==> src/rtl/detcond_pkg.sv <==
// Purpose: shared types and command-header field positions for the detector conditioner.
// Latency: n/a (declarations only).
// Backpressure: n/a.
package detcond_pkg;

    // Command FSM: a header byte, optionally followed by a holdoff byte.
    typedef enum logic {
        IDLE        = 1'b0,
        GET_HOLDOFF = 1'b1
    } state_t;

    // Command header layout; bits [7:6] are ignored.
    localparam int CHAN_SEL_LSB = 0;
    localparam int CHAN_SEL_MSB = 3;
    localparam int EN_BIT       = 4;
    localparam int HOLDOFF_BIT  = 5;

endpackage

==> src/rtl/det_channel.sv <==
// Purpose: one detector line: synchroniser, rising-edge detect, enable gate, holdoff dead-time.
// Latency: input edge to det_out/suppressed strobe is SYNC_STAGES+1 cycles.
// Backpressure: none; strobes are fire-and-forget single-cycle pulses.
//
// Ports: det_in (async raw line), enable/holdoff (static config from the top),
//        det_out (accepted edge strobe), suppressed (edge rejected by holdoff).
module det_channel #(
    parameter int SYNC_STAGES = 2,
    parameter int HOLDOFF_W   = 8
) (
    input  logic                 clk,
    input  logic                 reset,
    input  logic                 det_in,
    input  logic                 enable,
    input  logic [HOLDOFF_W-1:0] holdoff,
    output logic                 det_out,
    output logic                 suppressed
);

    logic [SYNC_STAGES-1:0] sync_q;
    logic                   edge_q;
    logic [HOLDOFF_W-1:0]   hold_cnt;
    logic                   rise;
    logic                   hold_idle;

    assign rise      = sync_q[SYNC_STAGES-1] & ~edge_q;
    assign hold_idle = (hold_cnt == '0);

    always_ff @(posedge clk) begin
        if (reset) begin
            sync_q     <= '0;
            edge_q     <= 1'b0;
            hold_cnt   <= '0;
            det_out    <= 1'b0;
            suppressed <= 1'b0;
        end else begin
            // The synchroniser runs regardless of enable so that re-enabling
            // never sees a stale level as a fresh edge.
            sync_q     <= {sync_q[SYNC_STAGES-2:0], det_in};
            edge_q     <= sync_q[SYNC_STAGES-1];
            det_out    <= enable & rise & hold_idle;
            suppressed <= enable & rise & ~hold_idle;

            // A suppressed edge does not extend the dead time; only an
            // accepted edge reloads the counter.
            if (!enable) begin
                hold_cnt <= '0;
            end else if (rise && hold_idle) begin
                hold_cnt <= holdoff;
            end else if (!hold_idle) begin
                hold_cnt <= hold_cnt - 1'b1;
            end
        end
    end

endmodule

==> src/rtl/detector_conditioner.sv <==
// Purpose: conditions NCH async APD lines into clean photon strobes; configured over the command-byte bus.
// Latency: detector edge to det_out SYNC_STAGES+1 cycles; command byte to data_ack 1 cycle, config live 1 cycle later.
// Backpressure: at most one command byte per 2 cycles (data_ack gates the next consume); strobes never stall.
//
// Ports: detectors (raw async lines), mask_bit/data (command byte offer), data_ack (byte consumed pulse),
//        det_out (accepted photon strobes), suppressed (edges rejected by holdoff).
module detector_conditioner
    import detcond_pkg::*;
#(
    parameter int NCH         = 4,
    parameter int SYNC_STAGES = 2,
    parameter int HOLDOFF_W   = 8
) (
    input  logic           clk,
    input  logic           reset,
    input  logic [NCH-1:0] detectors,
    input  logic           mask_bit,
    input  logic [7:0]     data,
    output logic           data_ack,
    output logic [NCH-1:0] det_out,
    output logic [NCH-1:0] suppressed
);

    state_t               state_q, state_d;
    logic                 ack_q;
    logic                 consume;
    logic [NCH-1:0]       data_sel;
    logic [NCH-1:0]       hdr_sel_q, hdr_sel_d;
    logic                 hdr_en_q, hdr_en_d;

    // Pending commit, applied during the data_ack cycle so that new config
    // is seen by edges evaluated from the cycle after data_ack rises.
    logic                 cmt_vld_q, cmt_vld_d;
    logic [NCH-1:0]       cmt_sel_q, cmt_sel_d;
    logic                 cmt_en_q, cmt_en_d;
    logic                 cmt_hold_vld_q, cmt_hold_vld_d;
    logic [HOLDOFF_W-1:0] cmt_hold_q, cmt_hold_d;

    logic [NCH-1:0]       enable_q;
    logic [HOLDOFF_W-1:0] holdoff_q [NCH];

    logic                 unused_hdr_bits;

    assign unused_hdr_bits = ^data[7:6];
    assign consume         = mask_bit & ~ack_q;
    assign data_sel        = NCH'(data[CHAN_SEL_MSB:CHAN_SEL_LSB]);
    assign data_ack        = ack_q;

    always_comb begin
        state_d        = state_q;
        hdr_sel_d      = hdr_sel_q;
        hdr_en_d       = hdr_en_q;
        cmt_vld_d      = 1'b0;
        cmt_sel_d      = '0;
        cmt_en_d       = 1'b0;
        cmt_hold_vld_d = 1'b0;
        cmt_hold_d     = '0;
        if (consume) begin
            case (state_q)
                IDLE: begin
                    if (data[HOLDOFF_BIT]) begin
                        hdr_sel_d = data_sel;
                        hdr_en_d  = data[EN_BIT];
                        state_d   = GET_HOLDOFF;
                    end else begin
                        cmt_vld_d = 1'b1;
                        cmt_sel_d = data_sel;
                        cmt_en_d  = data[EN_BIT];
                    end
                end
                GET_HOLDOFF: begin
                    cmt_vld_d      = 1'b1;
                    cmt_sel_d      = hdr_sel_q;
                    cmt_en_d       = hdr_en_q;
                    cmt_hold_vld_d = 1'b1;
                    cmt_hold_d     = HOLDOFF_W'(data);
                    state_d        = IDLE;
                end
                default: state_d = IDLE;
            endcase
        end
    end

    always_ff @(posedge clk) begin
        if (reset) begin
            state_q        <= IDLE;
            ack_q          <= 1'b0;
            hdr_sel_q      <= '0;
            hdr_en_q       <= 1'b0;
            cmt_vld_q      <= 1'b0;
            cmt_sel_q      <= '0;
            cmt_en_q       <= 1'b0;
            cmt_hold_vld_q <= 1'b0;
            cmt_hold_q     <= '0;
            enable_q       <= '1;
            for (int i = 0; i < NCH; i++) begin
                holdoff_q[i] <= '0;
            end
        end else begin
            state_q        <= state_d;
            ack_q          <= consume;
            hdr_sel_q      <= hdr_sel_d;
            hdr_en_q       <= hdr_en_d;
            cmt_vld_q      <= cmt_vld_d;
            cmt_sel_q      <= cmt_sel_d;
            cmt_en_q       <= cmt_en_d;
            cmt_hold_vld_q <= cmt_hold_vld_d;
            cmt_hold_q     <= cmt_hold_d;
            if (cmt_vld_q) begin
                for (int i = 0; i < NCH; i++) begin
                    if (cmt_sel_q[i]) begin
                        enable_q[i] <= cmt_en_q;
                        if (cmt_hold_vld_q) begin
                            holdoff_q[i] <= cmt_hold_q;
                        end
                    end
                end
            end
        end
    end

    for (genvar i = 0; i < NCH; i++) begin : g_ch
        det_channel #(
            .SYNC_STAGES (SYNC_STAGES),
            .HOLDOFF_W   (HOLDOFF_W)
        ) u_ch (
            .clk        (clk),
            .reset      (reset),
            .det_in     (detectors[i]),
            .enable     (enable_q[i]),
            .holdoff    (holdoff_q[i]),
            .det_out    (det_out[i]),
            .suppressed (suppressed[i])
        );
    end

endmodule

==> config.mk <==
export PLATFORM = sky130hd
export DESIGN_NAME = detector_conditioner
export DESIGN_NICKNAME = d
export VERILOG_FILES = /design/src/rtl/detcond_pkg.sv /design/src/rtl/det_channel.sv /design/src/rtl/detector_conditioner.sv
export SDC_FILE = /design/constraint.sdc
export NUM_CORES = 1
export LEC_CHECK = 0
export CAP_MARGIN = 20
export CORE_UTILIZATION = 40
export CTS_CLUSTER_DIAMETER = 200
export DETAILED_ROUTE_END_ITERATION = 8
export PLACE_DENSITY = 0.62
export SLEW_MARGIN = 30
export SYNTH_ARGS = -nofsm -noshare
export SYNTH_HDL_FRONTEND = slang
export SYNTH_SLANG_ARGS = --single-unit
==> constraint.sdc <==
create_clock -name clk -period 5 [get_ports clk]
set_clock_uncertainty 0.1 [all_clocks]
set_input_delay 1 -clock clk [delete_from_list [all_inputs] [get_ports clk]]
set_output_delay 1 -clock clk [all_outputs]
set_load 0.05 [all_outputs]
After elaboration in Yosys (flattened, before gate mapping)
Memories as Yosys holds them, arrays and structs flattened.
Cells that the tools add are included.
Word-level totals
  register bits after elaboration: 78
  bits in writable memories: 32
  input port bits: 15
  output and inout bits: 9
  logic and storage cells: 137
  memories kept: 1
Cells by class
  $add $sub $neg: 4
  eq/ne operators: 4
  muxes and demuxes: 40
  bitwise gates (word level): 36
  reduce and logical (&&, ||, !) cells: 19
Memory list
  holdoff_q: words 4, width 8, rd ports 4, clocked after Yosys merged registers in 0, wr ports 4, line detector_conditioner.sv:40  | logic [HOLDOFF_W-1:0] holdoff_q [NCH];
Operators by type and width (number)
  $mux W8: 12
  $logic_not A8 Y1: 4
  $sub A8 B1 Y8 const B: 4
  $mux W1: 23
  $and A1 B1 Y1: 17
  $not A1 Y1: 15
  $reduce_or A2 Y1: 5
  $ne A2 B2 Y1 const B: 4
  $pmux W4 S2: 1
  $reduce_and A2 Y1: 4
  $pmux W1 S2: 3
  $logic_and A1 B1 Y1: 4
  $mux W4: 1
  $or A1 B1 Y1: 4
  $reduce_and A3 Y1: 1
  $reduce_or A3 Y1: 1

Depth between registers and ports, before layout
Gate-level depths: netlist of the first run.
  depth after elaboration: 6
  gate-level depth with buffers: 7
  gate-level depth less buffers: 6

Modules after synthesis
Synthesis of the first run repeated with hierarchy kept, for this count alone.
Unflattened totals
  cell total of the unflattened synthesis: 425
  area total of the unflattened synthesis: 4728.3 µm²
Modules (own cells, without submodules)
  detector_conditioner: times used 1, cells an instance 149, area each 2145.8 µm²
  det_channel (g_ch[0].u_ch ...): times used 3, cells an instance 71, area each 668.1 µm²
  det_channel (g_ch[3].u_ch): times used 1, cells an instance 63, area each 578.1 µm²

Worst setup path before layout of the first run
No wires, ideal clock.
  path kind: input to register
  start: in reset
  end: mem holdoff_q[0][0], enable pin
  data arrival time: 2.059 ns
  data required time: 4.566 ns
  setup slack: 2.507 ns
  cell stages on the path: 4
  cells stage by stage: clkbuf_1 -> clkbuf_1 -> clkbuf_1 -> nand2b_1
RTL lines
  from (decl): line detector_conditioner.sv:15  | input logic reset,
  to (decl): line detector_conditioner.sv:40

Worst setup path in the final report of the first run
  start: in reset
  end: reg cmt_sel_q[1]
On the way
  cells in the longest elaborated chain, start to end: 1
Ends and longest elaborated chain
  $reduce_or A2 Y1 (no source line)
  to (signal assigned): line detector_conditioner.sv:105  | cmt_sel_q <= cmt_sel_d;
  to (decl): line detector_conditioner.sv:34  | logic [NCH-1:0] cmt_sel_q, cmt_sel_d;
Every way passes these cells.
A chain may end at the register's enable or synchronous reset.

==> impl_metrics.toml, run 1 <==
[global_route]
grt_pass1_wl_um = 14000
grt_overflow = 0
pin_count_of_the_biggest_net_entering_global_routing = 29
grt_pass1_vias = 2913
grt_antenna_before_repair = 0
global_route.usage.total_pct = 15.6

[layout]
synthToLayoutAreaGrowth_pct = 12.2
fill_cells = 1032
final_layout_size_suffix_gt1_share_pct = 6.21
most-common-layout-cells = "sky130_fd_sc_hd__dfxtp_1 (78), sky130_fd_sc_hd__and2_1 (33), sky130_fd_sc_hd__edfxtp_1 (32)"
antenna_cells_inserted = 0
finalNetCount = 453
mostFrequentLayoutCell = "sky130_fd_sc_hd__dfxtp_1"

[synthesis]
synth_nets = 445
synth_sequential_area_ratio_pct = 55.6
synth_area_per_cell_um2 = 10.7
yosys.cell_types.count = 46
synth_warnings = 0
ys_async_rst_share_pct = 0
dominantRegCellSynth = "sky130_fd_sc_hd__dfxtp_1"
netlist_instances = 422
synth-edff-count = 32
syn_area_um2 = 4530
ys_seq_elements = 110

[power_and_ir_drop]
vdd_ir_drop_max_v = 0.000203
power.density_cell_area_nw_per_um2 = 508
power_mw = 2.59
p_leak_nw = 1.89

[run]
cap_violations = 0

[clocking]
post_cts_resized = 0
clock_tree_from_tritoncts = "done"
clock_sinks = 110
clk_latency_ps = 340
h-tree-depth = 3
worst_case_clock_buffer_depth = 2
clk_transition_reported_paths_ps = 70
cts_hold_buffers = 0
cts_root_buffer = "sky130_fd_sc_hd__clkbuf_16"
cts_buffers = 9
post-cts-setup-buffer-count = 0

[critical_path]
reg_to_reg_startpoint = "g_ch[0].u_ch.hold_cnt[2]"
crit_fanout = 28
worst_ep_arrival_time_ps = 3120
cp-start-kind = "input pin"
worstSetupStartpoint = "reset"
crit_cells = 5
critPathMaxStageDelay_ps = 870
crit_required_ps = 5180
timing.critical_path.mode_cell = "sky130_fd_sc_hd__nor2_1"
critPathBufInv = 2
worst-r2r-cell-count = 4
timing.critical_path.slowest_stage_cell = "sky130_fd_sc_hd__clkdlybuf4s50_1"
cell_type_group_with_the_largest_total_delay_on_the_critical_path = "buffers and inverters"
setup_crit_end_kind = "register"
timing.setup.critical_path_class = "input pin to register"
critical_path.cell_chain = "clkdlybuf4s50_1 -> buf_4 -> nor2_1 -> nand2_1 -> nor2_1"

[min_path]
whs_path_depth = 1
hold_path_class = "register to register"
hold_start = "g_ch[2].u_ch.sync_q[0]"

[route]
vias = 3049
avgRoutedWirePerCell_um = 14.6
drt_first_iter_violations = 183
drtPass1Iterations = 5
avg_vias_per_cell = 5.30
drc = 0
wl_um = 8420
remaining_antenna_violation_count_after_routing = 0

[sta]
worst_slew_pin_tran_ps = 904
period_share_pct = 58.8
timing.final.ws_setup_ps = 2060
slew_violations = 0
post-route-min-period_ps = 2940
slew_headroom_pct = 39.6
final-hold-violation-count = 0
setup-tns-final_ps = 0
grt_setup_unrepaired = "false"
max_clock_freq_mhz = 340
final_setup_fails = 0

[die]
coreArea_um2 = 10900
floorplan.io_pins = 24
rows = 38
dieHeight_um = 108
initial_utilization_pct = 41.5
total_die_area_um2 = 11800
die-width_um = 108

[placement]
globalplace.congestion = 0.838
pre_cts_slack_ps = 1660
place.port_buffers = 23
dp_hpwl_um = 5740

[outcome]
outcome = "completed"
==> sequential cells by signal, summed over array words and instances, names as in the netlist, 4 cells and up <==
register,flops
cmt_sel_q,4
holdoff_q,32
cmt_hold_q,8
enable_q,4
g_ch.u_ch.sync_q,8
hdr_sel_q,4
g_ch.u_ch.hold_cnt,32
g_ch.u_ch.suppressed,4
g_ch.u_ch.edge_q,4
g_ch.u_ch.det_out,4
==> area by class of cell <==
cell class,count,area (um2),share of cell area [%]
clock buffers,13,272,5.34
well taps,140,175,3.44
multi-input cells,275,1830,35.9
inverters,10,37.5,0.738
clock inverters,3,16.3,0.320
repair buffers,24,238,4.67
flip-flops and latches,110,2520,49.6
==> stage by stage <==
stage	hold slack, ps	cell area [um2]	util [%]	cells
6_report	338	5090	46.5	575
5_1_grt	360	5090	46.5	575
4_1_cts	339	5090	46.5	575
3_5_place_dp	332	4800	43.9	559
3_3_place_gp	320	4800	43.9	559
2_1_floorplan	314	4530	-	422
==> power by group <==
group          switching, mW  internal (mW)  total (mW)
registers              0.127           1.04        1.17
clock network          0.302          0.381       0.683
logic                  0.404          0.332       0.737
==> path summary, 6_finish.rpt <==
check,endpoint,slack [ps]
worst max-delay path,cmt_sel_q[1],2060
worst min-delay path,g_ch[2].u_ch.sync_q[1],340
worst max register to register,g_ch[0].u_ch.hold_cnt[7],2790
worst min register to register,g_ch[2].u_ch.sync_q[1],340
==> synthesized netlist by cell type (7+ instances only) <==
library cell               instances  area [um2]
sky130_fd_sc_hd__dfxtp_1          78        1560
sky130_fd_sc_hd__a21oi_1          23         115
sky130_fd_sc_hd__a311oi_1          7        61.3
sky130_fd_sc_hd__nor2_1           29         109
sky130_fd_sc_hd__nor3_1           10        50.1
sky130_fd_sc_hd__nor3b_1           7        52.6
sky130_fd_sc_hd__nor2b_1          17         106
sky130_fd_sc_hd__clkbuf_1         15        56.3
sky130_fd_sc_hd__ha_1              8         100
sky130_fd_sc_hd__mux2i_1          13         130
sky130_fd_sc_hd__a211oi_1         26         195
sky130_fd_sc_hd__nand2_1          14        52.6
sky130_fd_sc_hd__buf_4             8        60.1
sky130_fd_sc_hd__nand2b_1         11        68.8
sky130_fd_sc_hd__inv_1            10        37.5
sky130_fd_sc_hd__and3_1            8        50.1
sky130_fd_sc_hd__and2_1           33         206
sky130_fd_sc_hd__edfxtp_1         32         961
==> metal layers <==
layer | global-route usage, % | wire length (um) | vias up
met5 | 0 | 0 | -
met4 | 5.31 | 123 | 0
met3 | 4.16 | 275 | 12
met2 | 25.5 | 3900 | 38
met1 | 19.9 | 4130 | 1456
li1 | - | - | 1543
==> cells by family (layout without fill, tap and decap cells) <==
kind of cell / count (synthesis) / in the layout / share of synthesized area, %
adder cells (fa/ha/maj): 8 / 8 / 2.21
buffers and inverters: 37 / 50 / 4.06
flip-flops: 110 / 110 / 55.6
AND/OR/NAND/NOR: 154 / 154 / 19.4
AO/OA/AOI/OAI: 98 / 98 / 15.5
multiplexers: 13 / 13 / 2.87
XOR/XNOR: 2 / 2 / 0.386
Power figures use the tool's default switching activity.
==> inputs of run 2 (changes only) <==
==> constraint.sdc (replaced) <==
create_clock -name clk -period 2.9 [get_ports clk]
set_clock_uncertainty 0.1 [all_clocks]
set_input_delay 0.58 -clock clk [delete_from_list [all_inputs] [get_ports clk]]
set_output_delay 0.58 -clock clk [all_outputs]
set_load 0.05 [all_outputs]
==> impl_metrics.toml, run 2 (synthesis gave the netlist of run 1 again) <==
[outcome]
outcome = "completed"

[route]
vias = 3004
drt_first_iter_violations = 112
drtPass1Iterations = 4
remaining_antenna_violation_count_after_routing = 0
drc = 0
avgRoutedWirePerCell_um = 14.0
avg_vias_per_cell = 5.21
wl_um = 8060

[global_route]
global_route.usage.total_pct = 15.1
grt_pass1_wl_um = 13700
pin_count_of_the_biggest_net_entering_global_routing = 25
grt_antenna_before_repair = 0
grt_overflow = 0
grt_pass1_vias = 2847

[placement]
dp_cells = 561
globalplace.congestion = 0.799
pre_cts_slack_ps = 601
dp_hpwl_um = 5560
place.port_buffers = 23

[min_path]
hold_start = "g_ch[2].u_ch.sync_q[0]"
hold_path_class = "register to register"
whs_path_depth = 1
worstHoldEndpoint = "g_ch[2].u_ch.sync_q[1]"

[die]
rows = 38
initial_utilization_pct = 41.5
total_die_area_um2 = 11800
die-width_um = 108
floorplan.io_pins = 24
coreArea_um2 = 10900
dieHeight_um = 108

[sta]
setup-tns-final_ps = 0
hold_slack_ps = 335
slew_violations = 0
max_clock_freq_mhz = 458
final_setup_fails = 0
timing.final.ws_setup_ps = 718
grt_setup_unrepaired = "false"
slew_headroom_pct = 49.8
post-route-min-period_ps = 2180
period_share_pct = 75.2
final-hold-violation-count = 0
worst_slew_pin_tran_ps = 751

[layout]
antenna_cells_inserted = 0
finalNetCount = 455
most-common-layout-cells = "sky130_fd_sc_hd__dfxtp_1 (78), sky130_fd_sc_hd__and2_1 (33), sky130_fd_sc_hd__edfxtp_1 (32)"
reg_top3 = "g_ch.u_ch.hold_cnt (32), holdoff_q (32)"
mostFrequentLayoutCell = "sky130_fd_sc_hd__dfxtp_1"
fill_cells = 1007
synthToLayoutAreaGrowth_pct = 13.5
final_layout_size_suffix_gt1_share_pct = 7.09
post_layout_nonfiller_instances = 577

[clocking]
cts_root_buffer = "sky130_fd_sc_hd__clkbuf_16"
clock_sinks = 110
post-cts-setup-buffer-count = 0
cts_hold_buffers = 0
h-tree-depth = 3
worst_case_clock_buffer_depth = 2
clk_transition_reported_paths_ps = 70
clk_latency_ps = 340
clock_tree_from_tritoncts = "done"
cts_buffers = 9
post_cts_resized = 0

[critical_path]
setup_crit_end_kind = "register"
critical_path.reg2reg.endpoint = "g_ch[3].u_ch.hold_cnt[2]"
worst_ep_arrival_time_ps = 2290
reg_to_reg_startpoint = "g_ch[3].u_ch.hold_cnt[2]"
crit_required_ps = 3010
worst-r2r-cell-count = 4
cp-start-kind = "register"
crit_fanout = 16
timing.setup.critical_path_class = "register to register"
regToRegSetupSlack_ps = 720

[power_and_ir_drop]
power.density_cell_area_nw_per_um2 = 897
p_leak_nw = 1.92
vdd_ir_drop_max_v = 0.000362

[run]
cap_violations = 0
-- run 2: area by class of cell --
class / instances / area [um2] / area share (%)
clock buffers: 11 / 275 / 5.35
clock inverters: 5 / 57.6 / 1.12
inverters: 10 / 37.5 / 0.729
multi-input cells: 275 / 1830 / 35.5
flip-flops and latches: 110 / 2520 / 49.0
well taps: 140 / 175 / 3.40
repair buffers: 26 / 253 / 4.91
-- run 2: worst max path at each step --
stage / end / cells past startpoint / slack [ps] / start
floorplan: holdoff_q[0][0] / 4 / 830 / reset
global placement: holdoff_q[1][1] / 4 / 670 / reset
detailed placement: g_ch[3].u_ch.hold_cnt[2] / 4 / 600 / reset
CTS: data_ack / 1 / 710 / data_ack
global route: g_ch[3].u_ch.hold_cnt[2] / 4 / 520 / g_ch[3].u_ch.hold_cnt[2]
finish: g_ch[3].u_ch.hold_cnt[2] / 4 / 720 / g_ch[3].u_ch.hold_cnt[2]
-- run 2: critical path, stage by stage, from the launching register on --
cell,delay (ps)
sky130_fd_sc_hd__dfxtp_1,350
sky130_fd_sc_hd__nor4_1,490
sky130_fd_sc_hd__nand3_1,520
sky130_fd_sc_hd__nor3b_1,310
sky130_fd_sc_hd__a2111oi_0,290
-- run 2: layer usage --
layer | global-route usage, % | part of all wire, % | vias up | wire length (um)
met1 | 20.4 | 51 | 1402 | 4100
met3 | 2.41 | 2.2 | 10 | 180
li1 | - | - | 1557 | -
met2 | 23.4 | 45 | 35 | 3660
met5 | 0 | 0 | - | 0
met4 | 7.82 | 1.5 | 0 | 120
-- run 2: stage by stage --
step                      cell area, um2  power, mW  util, %
after floorplan                     4530       3.05        -
after global placement              4820       3.27     44.0
after detailed placement            4820       3.31     44.0
after CTS                           5150       4.66     47.1
after global routing                5150       4.91     47.1
final                               5150       4.62     47.1
-- run 2: report_power, final --
part / switching, mW / total (mW) / internal [mW]
Clock: 0.545 / 1.32 / 0.779
Combinational: 0.700 / 1.29 / 0.587
Sequential: 0.214 / 2.00 / 1.79
Total: 1.46 / 4.62 / 3.16
